--- src/rtl/sine_lut_synth.sv ---
// DDS sine stage: 24-bit phase word -> signed sine sample through a folded
// quarter-wave ROM, three pipeline stages, and a valid/ready output register.
module sine_lut_synth #(
    parameter int PHASE_WIDTH    = 24,
    parameter int LUT_ADDR_WIDTH = 8,
    parameter int SAMPLE_WIDTH   = 12
) (
    input  logic                    clk,
    input  logic                    rst_n,
    input  logic [PHASE_WIDTH-1:0]  phase_in,
    input  logic                    phase_valid,
    output logic [SAMPLE_WIDTH-1:0] sample,
    output logic                    sample_valid,
    input  logic                    sample_ready,
    output logic                    overrun,
    input  logic                    overrun_clear
);

    localparam int STAGES = 1;
    localparam int MAG_W  = SAMPLE_WIDTH - 1;
    localparam int DEPTH  = 1 << LUT_ADDR_WIDTH;

    typedef logic [DEPTH-1:0][MAG_W-1:0] rom_t;

    // Half-LSB phase offset keeps the table free of zero and of a doubled peak,
    // so mirroring by bit inversion is exact.
    function automatic rom_t build_rom();
        rom_t t;
        real  pi;
        real  amp;
        pi  = 3.14159265358979323846;
        amp = real'((1 << MAG_W) - 1);
        for (int i = 0; i < DEPTH; i++)
            t[i] = MAG_W'($rtoi(amp * $sin(pi / 2.0 * (real'(i) + 0.5) / real'(DEPTH)) + 0.5));
        return t;
    endfunction

    localparam rom_t ROM = build_rom();

    logic [1:0]                quad;
    logic [LUT_ADDR_WIDTH-1:0] idx;
    logic                      unused_phase_lsbs;

    assign quad              = phase_in[PHASE_WIDTH-1 -: 2];
    assign idx               = phase_in[PHASE_WIDTH-3 -: LUT_ADDR_WIDTH];
    assign unused_phase_lsbs = ^phase_in[PHASE_WIDTH-LUT_ADDR_WIDTH-3:0];

    logic [STAGES:0]           vld_pipe;
    logic [LUT_ADDR_WIDTH-1:0] addr_q;
    logic                      neg0_q;
    logic [MAG_W-1:0]          mag_q;
    logic                      neg1_q;

    always_ff @(posedge clk or negedge rst_n) begin
        if (!rst_n) begin
            vld_pipe <= '0;
            addr_q   <= '0;
            neg0_q   <= 1'b0;
            mag_q    <= '0;
            neg1_q   <= 1'b0;
        end else begin
            vld_pipe <= {vld_pipe[STAGES-1:0], phase_valid};
            if (phase_valid) begin
                addr_q <= quad[0] ? ~idx : idx;
                neg0_q <= quad[1];
            end
            mag_q  <= ROM[addr_q];
            neg1_q <= neg0_q;
        end
    end

    logic [SAMPLE_WIDTH-1:0] mag_ext;
    logic [SAMPLE_WIDTH-1:0] result;
    logic                    new_res;

    assign mag_ext = {1'b0, mag_q};
    assign result  = neg1_q ? -mag_ext : mag_ext;
    assign new_res = vld_pipe[STAGES];

    // Freshest sample always wins; overwriting an unconsumed one flags overrun.
    always_ff @(posedge clk or negedge rst_n) begin
        if (!rst_n) begin
            sample       <= '0;
            sample_valid <= 1'b0;
            overrun      <= 1'b0;
        end else begin
            if (new_res) begin
                sample       <= result;
                sample_valid <= 1'b1;
            end else if (sample_ready) begin
                sample_valid <= 1'b0;
            end
            if (new_res && sample_valid && !sample_ready)
                overrun <= 1'b1;
            else if (overrun_clear)
                overrun <= 1'b0;
        end
    end

endmodule

--- config.mk ---
export PLATFORM = sky130hd
export DESIGN_NAME = sine_lut_synth
export DESIGN_NICKNAME = d
export VERILOG_FILES = /design/src/rtl/sine_lut_synth.sv
export SDC_FILE = /design/constraint.sdc
export NUM_CORES = 1
export LEC_CHECK = 0
export CORE_MARGIN = 2
export CORE_UTILIZATION = 50
export CTS_CLUSTER_DIAMETER = 80
export DETAILED_ROUTE_END_ITERATION = 7
export DONT_BUFFER_PORTS = 1
export PLACE_DENSITY = 0.69
export SLEW_MARGIN = 20
export SYNTH_ARGS = -nofsm -noshare
export SYNTH_HDL_FRONTEND = slang
export SYNTH_SLANG_ARGS = --single-unit
--- constraint.sdc ---
create_clock -name clk -period 6.2 [get_ports clk]
set_clock_uncertainty 0.2 [all_clocks]
set_input_delay 0.62 -clock clk [delete_from_list [all_inputs] [get_ports clk]]
set_output_delay 0.62 -clock clk [all_outputs]
set_load 0.01 [all_outputs]
* Word-level counts from Yosys, hierarchy flattened
Memory sizes are Yosys's and may differ from the RTL's. A register that Yosys moved wholly into a read port is not among the register bits. Index checks and enable logic that the tools add are counted.
Storage, ports and cells: ROM bits 2816, register bits 26, memories kept 1, output and inout bits 14, logic and storage cells 22, bits of input ports 29
Memories:
- (no name shown) | words 256, bits a word 11, read ports 1, clocked after Yosys merged registers in 1, write ports 0, RTL line 67 | mag_q <= ROM[addr_q];
Cells by class: reduce and logical (&&, ||, !) cells 6, multiplexer cells 6, add/subtract/negate cells 1, bitwise gates (word level) 1
Operators with widths (count):
- 2-to-1 mux 12 bit | 1
- negation 11 -> 12 bit | 1
- 2-to-1 mux 8 bit | 1
- inverter 8 bit | 1
- 2-to-1 mux 1 bit | 4
- nonzero test 2 bit | 2
- logical AND 1 bit | 2
- zero test 1 bit | 2

* Depth between registers and ports, before layout
Gate-level depths: netlist (run 1).
depth after elaboration 3, gate-level depth with buffers 11, mapped depth without buffers 8

* Worst setup path before layout (run 1)
OpenSTA, ideal clock, no wires.
path type register to register, start register addr_q[0], end register mag_q[4], data arrival time 2455 ps, library setup time 126 ps, period minus slack after synthesis 2781 ps, data required time 5874 ps, cell stages (with the launch flop) 11, path buffers 2, slack 3419 ps, cells stage by stage dfrtp_1 > buf_2 > inv_1 > ha_1 > clkbuf_1 > or2_2 > nand3_1 > a21oi_1 > nor4_1 > nor2_1 > o32a_1
RTL lines:
- start: declaration | RTL line 49 | logic [LUT_ADDR_WIDTH-1:0] addr_q;
- start signal: assignment | RTL line 64 | addr_q <= quad[0] ? ~idx : idx;
- end: declaration | RTL line 51 | logic [MAG_W-1:0] mag_q;

==> flow_summary.yaml, run 1 <==
outcome:
  status: "complete, no violations"
global_routing:
  grt_usage_pct: 28.72
  grt_pass1_vias: 4157
  grt_max_degree: 90
  antenna_found_initial: 0
  overflow: 0
  grt_pass1_wl_um: 22580
route:
  drc_errors: 0
  ant_nets: 0
  wirelength_um: 14060
  wl_per_cell_um: 20.46
  viasPerCell: 6.870
  vias: 4720
  drt_iter0_markers: 709
  dr.pass1.iters: 6
power:
  clock_power_share_pct: 13.9
  p_sw_share_pct: 48.41
  p_comb_share_pct: 52.7
  power_frac_seq_pct: 33.4
  leakage_nw: 1.627
  ir_drop_mv: 0.2156
  finalPower_mw: 1.167
  switchingPower_uw: 564.7
  intPower_uw: 601.9
  p_per_area_nw_per_um2: 266.6
yosys:
  synth_ff_type: "dfrtp_1"
  async_flop_share_pct: 100.0
  ys_warn_count: 0
  ys_ff_latch: 37
  synth.cell_area_um2: 4383
  netlist_instances: 631
  ys_seq_area_share_pct: 21.12
  netlist-cell-type-count: 65
  synth_edf_count: 0
  avgSynthCellArea_um2: 6.946
  syn-num-nets: 675
clock_network:
  cts_root_buffer: "clkbuf_8"
  clock_latency_ns: 0.28
  cts_sinks: 37
  cts_buffers: 5
  cts_resized: 0
  clk_pin_slew_ns: 0.07
  cts_tree: "done"
  htree_levels: 2
  cts_buffer_depth: 2
die:
  core_um2: 8593
  dieArea_um2: 9531
  die_x_um: 97.63
  io-pin-count: 43
  fp-row-count: 34
  die_h_um: 97.63
  initial_core_util_pct: 51.00
timing:
  worst_pin_slew_ns: 1.042
  fmax_ghz: 0.2767
  finalSetupViolCount: 0
  fin_crit_ns: 3.615
  fin_tns_setup_ns: 0
  finalHoldViolations: 0
  relSlewSlack_pct: 30.53
  maxSlewViolCount: 0
  rsz0062_at_grt: "false"
  min_period_over_period_pct: 58.30
placed_design:
  place_congestion: 1.010
  dp_hpwl_um: 9321
  portBuffers: 0
critical_path:
  reg2reg_depth: 8
  worstPathArrival_ns: 3.59
  slowest_delay_ns: 0.87
  required_ns: 6.17
  slowest_stage: "dfrtp_1"
  critPathLaunchType: "register"
  cp-end-kind: "register"
  crit_path_max_fanout: 21
  path_buf_inv: 2
  path_depth: 8
  setup.worst_path.class: "register to register"
  cp_cell_sequence: "inv_1 -> ha_1 -> inv_2 -> mux2i_1 -> o21ai_1 -> mux4_2 -> nand2b_1 -> a32oi_1"
  path_delay_family: "flip-flops"
layout:
  num-fill-cells: 893
  fin_nets: 622
  syn_to_final_growth_pct: -0.1712
  diodes: 0
  final_layout_size_suffix_gt1_share_pct: 5.699
worst_hold_path:
  whs_path_depth: 0
  hold_path.class: "register to register"
run:
  cap_violations: 0
state kept, by name (all words and copies together) (netlist names):
signal / count
sample: 12
mag_q: 11
addr_q: 8
vld_pipe: 2
neg0_q: 1
neg1_q: 1
overrun: 1
sample_valid: 1
power groups by stage:
stage          clock network (mW)  registers (mW)  logic [mW]
2_1_floorplan                   0           0.351       0.496
5_1_grt                     0.176           0.399       0.668
4_1_cts                     0.166           0.389       0.595
3_5_place_dp                    0           0.394       0.586
3_3_place_gp                    0           0.390       0.580
6_report                    0.162           0.390       0.615
per-layer routing:
metal	GRT usage, %	wire length, µm
met1	43.92	6147
met3	4.388	1295
met5	0	0
met2	40.95	6099
met4	9.615	512
path summary, 6_finish.rpt:
path	start	endpoint	slack, ns
hold / removal	vld_pipe[0]$_DFF_PN0_	vld_pipe[1]$_DFF_PN0_	0.15
setup / recovery	addr_q[0]$_DFFE_PN0P_	mag_q[1]$_DFF_PN0_	2.59
hold reg to reg	vld_pipe[0]$_DFF_PN0_	vld_pipe[1]$_DFF_PN0_	0.15
setup reg to reg	addr_q[0]$_DFFE_PN0P_	mag_q[1]$_DFF_PN0_	2.59
min in group asynchronous	rst_n	mag_q[5]$_DFF_PN0_	0.62
max in group asynchronous	rst_n	addr_q[4]$_DFFE_PN0P_	4.97
worst reg2reg max path, stage by stage (launching register included):
cell	delay (ns)
dfrtp_1	0.87
inv_1	0.29
ha_1	0.69
inv_2	0.21
mux2i_1	0.24
o21ai_1	0.09
mux4_2	0.44
nand2b_1	0.17
a32oi_1	0.33
area by class of cell:
type | count | area [µm²] | share of cell area [%]
timing repair buffer | 10 | 90.09 | 2.059
multi-input combinational | 507 | 3070 | 70.17
clock inverter | 3 | 17.52 | 0.4003
sequential | 37 | 929.6 | 21.25
clock buffer | 5 | 68.82 | 1.573
inverter | 17 | 63.81 | 1.458
tap | 108 | 135.1 | 3.088
logic make-up (layout without fill, tap and decap cells):
group | Yosys count | count (layout) | share of synthesized area [%]
AOI/OAI and AO/OA | 253 | 253 | 37.11
and+or+nand+nor | 208 | 208 | 21.84
buffers and inverters | 87 | 35 | 8.821
DFF | 37 | 37 | 21.12
xor gates and xnor gates | 22 | 22 | 4.396
adders and majority gates | 15 | 15 | 4.282
muxes | 9 | 9 | 2.426
layout by cell type (no fill, tap or decap), drive strengths merged, types with 5 or more instances in the layout:
master | netlist | routed
a311oi | 7 | 7
o21ai | 51 | 51
xor2 | 7 | 7
nor3 | 14 | 14
a211oi | 17 | 17
o22ai | 8 | 8
a21boi | 6 | 6
dfrtp | 37 | 37
inv | 17 | 17
clkbuf | 30 | 5
a22oi | 5 | 5
xnor2 | 15 | 15
o211ai | 12 | 12
nand2b | 19 | 19
a21oi | 79 | 79
nor2 | 62 | 62
a31oi | 16 | 16
a221oi | 6 | 6
o31ai | 6 | 6
buf | 40 | 9
nor2b | 14 | 14
ha | 15 | 15
o311ai | 6 | 6
mux2i | 5 | 5
nand3 | 13 | 13
nand2 | 65 | 65
Yosys cell counts, types with 3 or more instances:
cell type	number	area [µm²]
nor2b_1	14	87.58
a311oi_1	7	61.31
mux2_2	3	33.78
or4_1	3	22.52
o21ai_0	49	245.2
a21o_1	3	22.52
ha_1	15	187.7
nand4_1	3	18.77
buf_2	32	160.2
a211oi_1	17	127.6
nand3_1	13	65.06
nor3_1	14	70.07
buf_1	4	15.01
o22ai_1	8	50.05
or3_1	4	25.02
mux2i_1	5	50.05
inv_1	15	56.30
nor2_1	62	232.7
a31oi_1	16	100.1
o311ai_0	5	43.79
xnor2_1	15	131.4
a21boi_0	6	45.04
a311o_1	3	30.03
clkbuf_1	29	108.9
a22oi_1	5	37.54
buf_4	3	22.52
a21oi_1	79	395.4
a221oi_1	6	52.55
o211ai_1	12	90.09
nand2_1	65	244.0
o221ai_1	3	26.28
nand2b_1	19	118.9
dfrtp_1	37	925.9
xor2_1	7	61.31
or2_2	4	25.02
o31ai_1	6	45.04
metrics by stage:
step / instance area (µm²) / utilization (%) / instances / hold WS (ns) / worst slack [ns]
final: 4375 / 50.92 / 687 / 0.1515 / 2.585
after global routing: 4375 / 50.92 / 687 / 0.1421 / 2.425
after CTS: 4375 / 50.92 / 687 / 0.1526 / 2.705
after detailed placement: 4259 / 49.56 / 677 / 0.1251 / 2.742
after global placement: 4259 / 49.56 / 677 / 0.1250 / 2.706
after floorplan: 4383 / - / 631 / 0.1244 / 3.419
timing repair:
item                                    CTS  global route
buffers inserted                          0             0
endpoints found under the hold margin    37             0
hold buffers                              2             0
endpoints found under the setup margin    0             0
No activity file was read; power rests on OpenSTA's default activity.
==> inputs of run 2 (changes only) <==
- clock period: 6.2 -> 3.35 ns (I/O delays scaled with it)
==> run 2 against run 1 <==
Non-clock buffer count increased by 17. Combinational power increased by 98%. Register-to-register slack got worse by 2.2 ns. Sequential cell count unchanged. Global-route usage increased by 2.2 points. Design area increased by 3.8%. Sequential power increased by 83%. Die area unchanged. Critical path type unchanged. Largest power group unchanged. Highest routed layer unchanged.
==> flow_summary.yaml, run 2 (same netlist as run 1, synthesis figures left out) <==
outcome:
  status: "complete, no violations"
critical_path:
  cp_cell_sequence: "inv_1 -> ha_1 -> inv_2 -> mux2i_1 -> o21ai_1 -> mux4_2 -> nand2b_1 -> a32oi_1"
  reg2reg_slack_ns: 0.41
  path_buf_inv: 2
  setup.worst_path.class: "register to register"
  cp-end-kind: "register"
  critPathLaunchType: "register"
  r2r_start: "addr_q[0]$_DFFE_PN0P_"
  worstPathArrival_ns: 2.92
  timing.critical_path.from: "addr_q[0]$_DFFE_PN0P_"
  slowest_delay_ns: 0.65
  required_ns: 3.33
  path_delay_family: "multiplexers"
  slowest_stage: "ha_1"
  crit_path_max_fanout: 14
die:
  io-pin-count: 43
  die_x_um: 97.63
  die_h_um: 97.63
  core_um2: 8593
  initial_core_util_pct: 51.00
  fp-row-count: 34
  dieArea_um2: 9531
clock_network:
  cts_tree: "done"
  clock_latency_ns: 0.29
  cts_root_buffer: "clkbuf_8"
  clk_pin_slew_ns: 0.08
  cts_buffer_depth: 2
  cts_buffers: 5
  cts_sinks: 37
  cts_setup_buffers: 0
  htree_levels: 2
layout:
  num-fill-cells: 859
  layout_common_cells: "a21oi_1 (79), nand2_1 (65), nor2_1 (62), o21ai_0 (49), dfrtp_1 (34)"
  diodes: 0
  syn_to_final_growth_pct: 3.626
  final_layout_size_suffix_gt1_share_pct: 7.886
  final_common_cell: "a21oi_1"
  top_regs: "sample: 12 flops, mag_q: 11 flops, addr_q: 8 flops"
  largest_reg_flops: 12
  top_register: "sample"
  multiInputGateArea_um2: 3070
  fin_nets: 639
  stdcell_area_um2: 4542
  ff_latch_area_um2: 929.6
route:
  drt_iter0_markers: 884
  ant_nets: 0
  viasPerCell: 7.047
  wl_per_cell_um: 21.19
  wirelength_um: 14920
  dr.pass1.iters: 8
  drc_errors: 0
  vias: 4961
power:
  p_per_area_nw_per_um2: 492.0
  ir_drop_mv: 0.2909
  leakage_nw: 1.725
global_routing:
  antenna_found_initial: 0
  grt_max_degree: 70
  grt_pass1_wl_um: 24090
  grt_pass1_vias: 4548
  overflow: 0
  grt_usage_pct: 30.87
timing:
  relSlewSlack_pct: 47.77
  fmax_ghz: 0.3404
  min_period_over_period_pct: 87.70
  maxSlewViolCount: 0
  finalHoldViolations: 0
  worst_pin_slew_ns: 0.7834
  fin_crit_ns: 2.938
  finalSetupViolCount: 0
  fin_tns_setup_ns: 0
  rsz0062_at_grt: "false"
placed_design:
  postPlaceCellArea_um2: 4409
  dp_hpwl_um: 10180
  place_congestion: 1.012
  portBuffers: 0
worst_hold_path:
  hp-start: "phase_valid"
  hold_path.class: "primary input to register"
run:
  cap_violations: 0
run 2: layout make-up:
type / instances / share of cell area [%]
multi-input cells: 507 / 67.60
inverters: 17 / 1.405
repair buffers: 27 / 5.730
well taps: 108 / 2.975
clock inverters: 2 / 0.2204
clock buffers: 6 / 1.598
flip-flops and latches: 37 / 20.47
run 2: report_power, final:
part	switching, mW	internal [mW]
logic	0.756	0.461
clock network	0.160	0.144
registers	0.165	0.549
run 2: routing by layer:
metal	vias up	global-route usage, %	routed length [µm]	share of wire, %
met4	0	10.79	629	4.2
met5	-	0	0	0
met2	388	46.05	6511	44
met3	68	7.050	1801	12
met1	2269	43.84	5978	40
li1	2236	-	-	-
run 2: worst paths after layout:
kind | endpoint | depth (start not counted)
min reg2reg | vld_pipe[1]$_DFF_PN0_ | 0
min in group asynchronous | addr_q[1]$_DFFE_PN0P_ | 2
max | mag_q[1]$_DFF_PN0_ | 8
max reg2reg | mag_q[1]$_DFF_PN0_ | 8
min | addr_q[6]$_DFFE_PN0P_ | 2
max in group asynchronous | addr_q[4]$_DFFE_PN0P_ | 2
run 2: stage by stage:
step | utilization [%] | power (mW) | setup slack [ns] | hold slack, ns | instances
3_3_place_gp | 51.31 | 1.853 | 0.5723 | -0.1600 | 692
6_report | 52.85 | 2.235 | 0.4121 | 0.01319 | 704
5_1_grt | 52.85 | 2.380 | 0.3832 | 0.02548 | 704
2_1_floorplan | - | 1.567 | 0.5690 | -0.1606 | 631
4_1_cts | 52.85 | 2.199 | 0.5104 | 0.0008145 | 704
3_5_place_dp | 51.31 | 1.871 | 0.5308 | -0.1601 | 692
run 2: worst register-to-register path: stages, from the launching register on:
cell,delay (ns)
dfrtp_1,0.35
inv_1,0.11
ha_1,0.65
inv_2,0.22
mux2i_1,0.26
o21ai_1,0.11
mux4_2,0.47
nand2b_1,0.16
a32oi_1,0.30
run 2: what timing repair did:
action / 4_1_cts / 5_1_grt
endpoints found under the setup margin: 0 / 0
hold endpoints to repair: 47 / 0
hold buffers: 4 / 0
resized for setup: 0 / 0
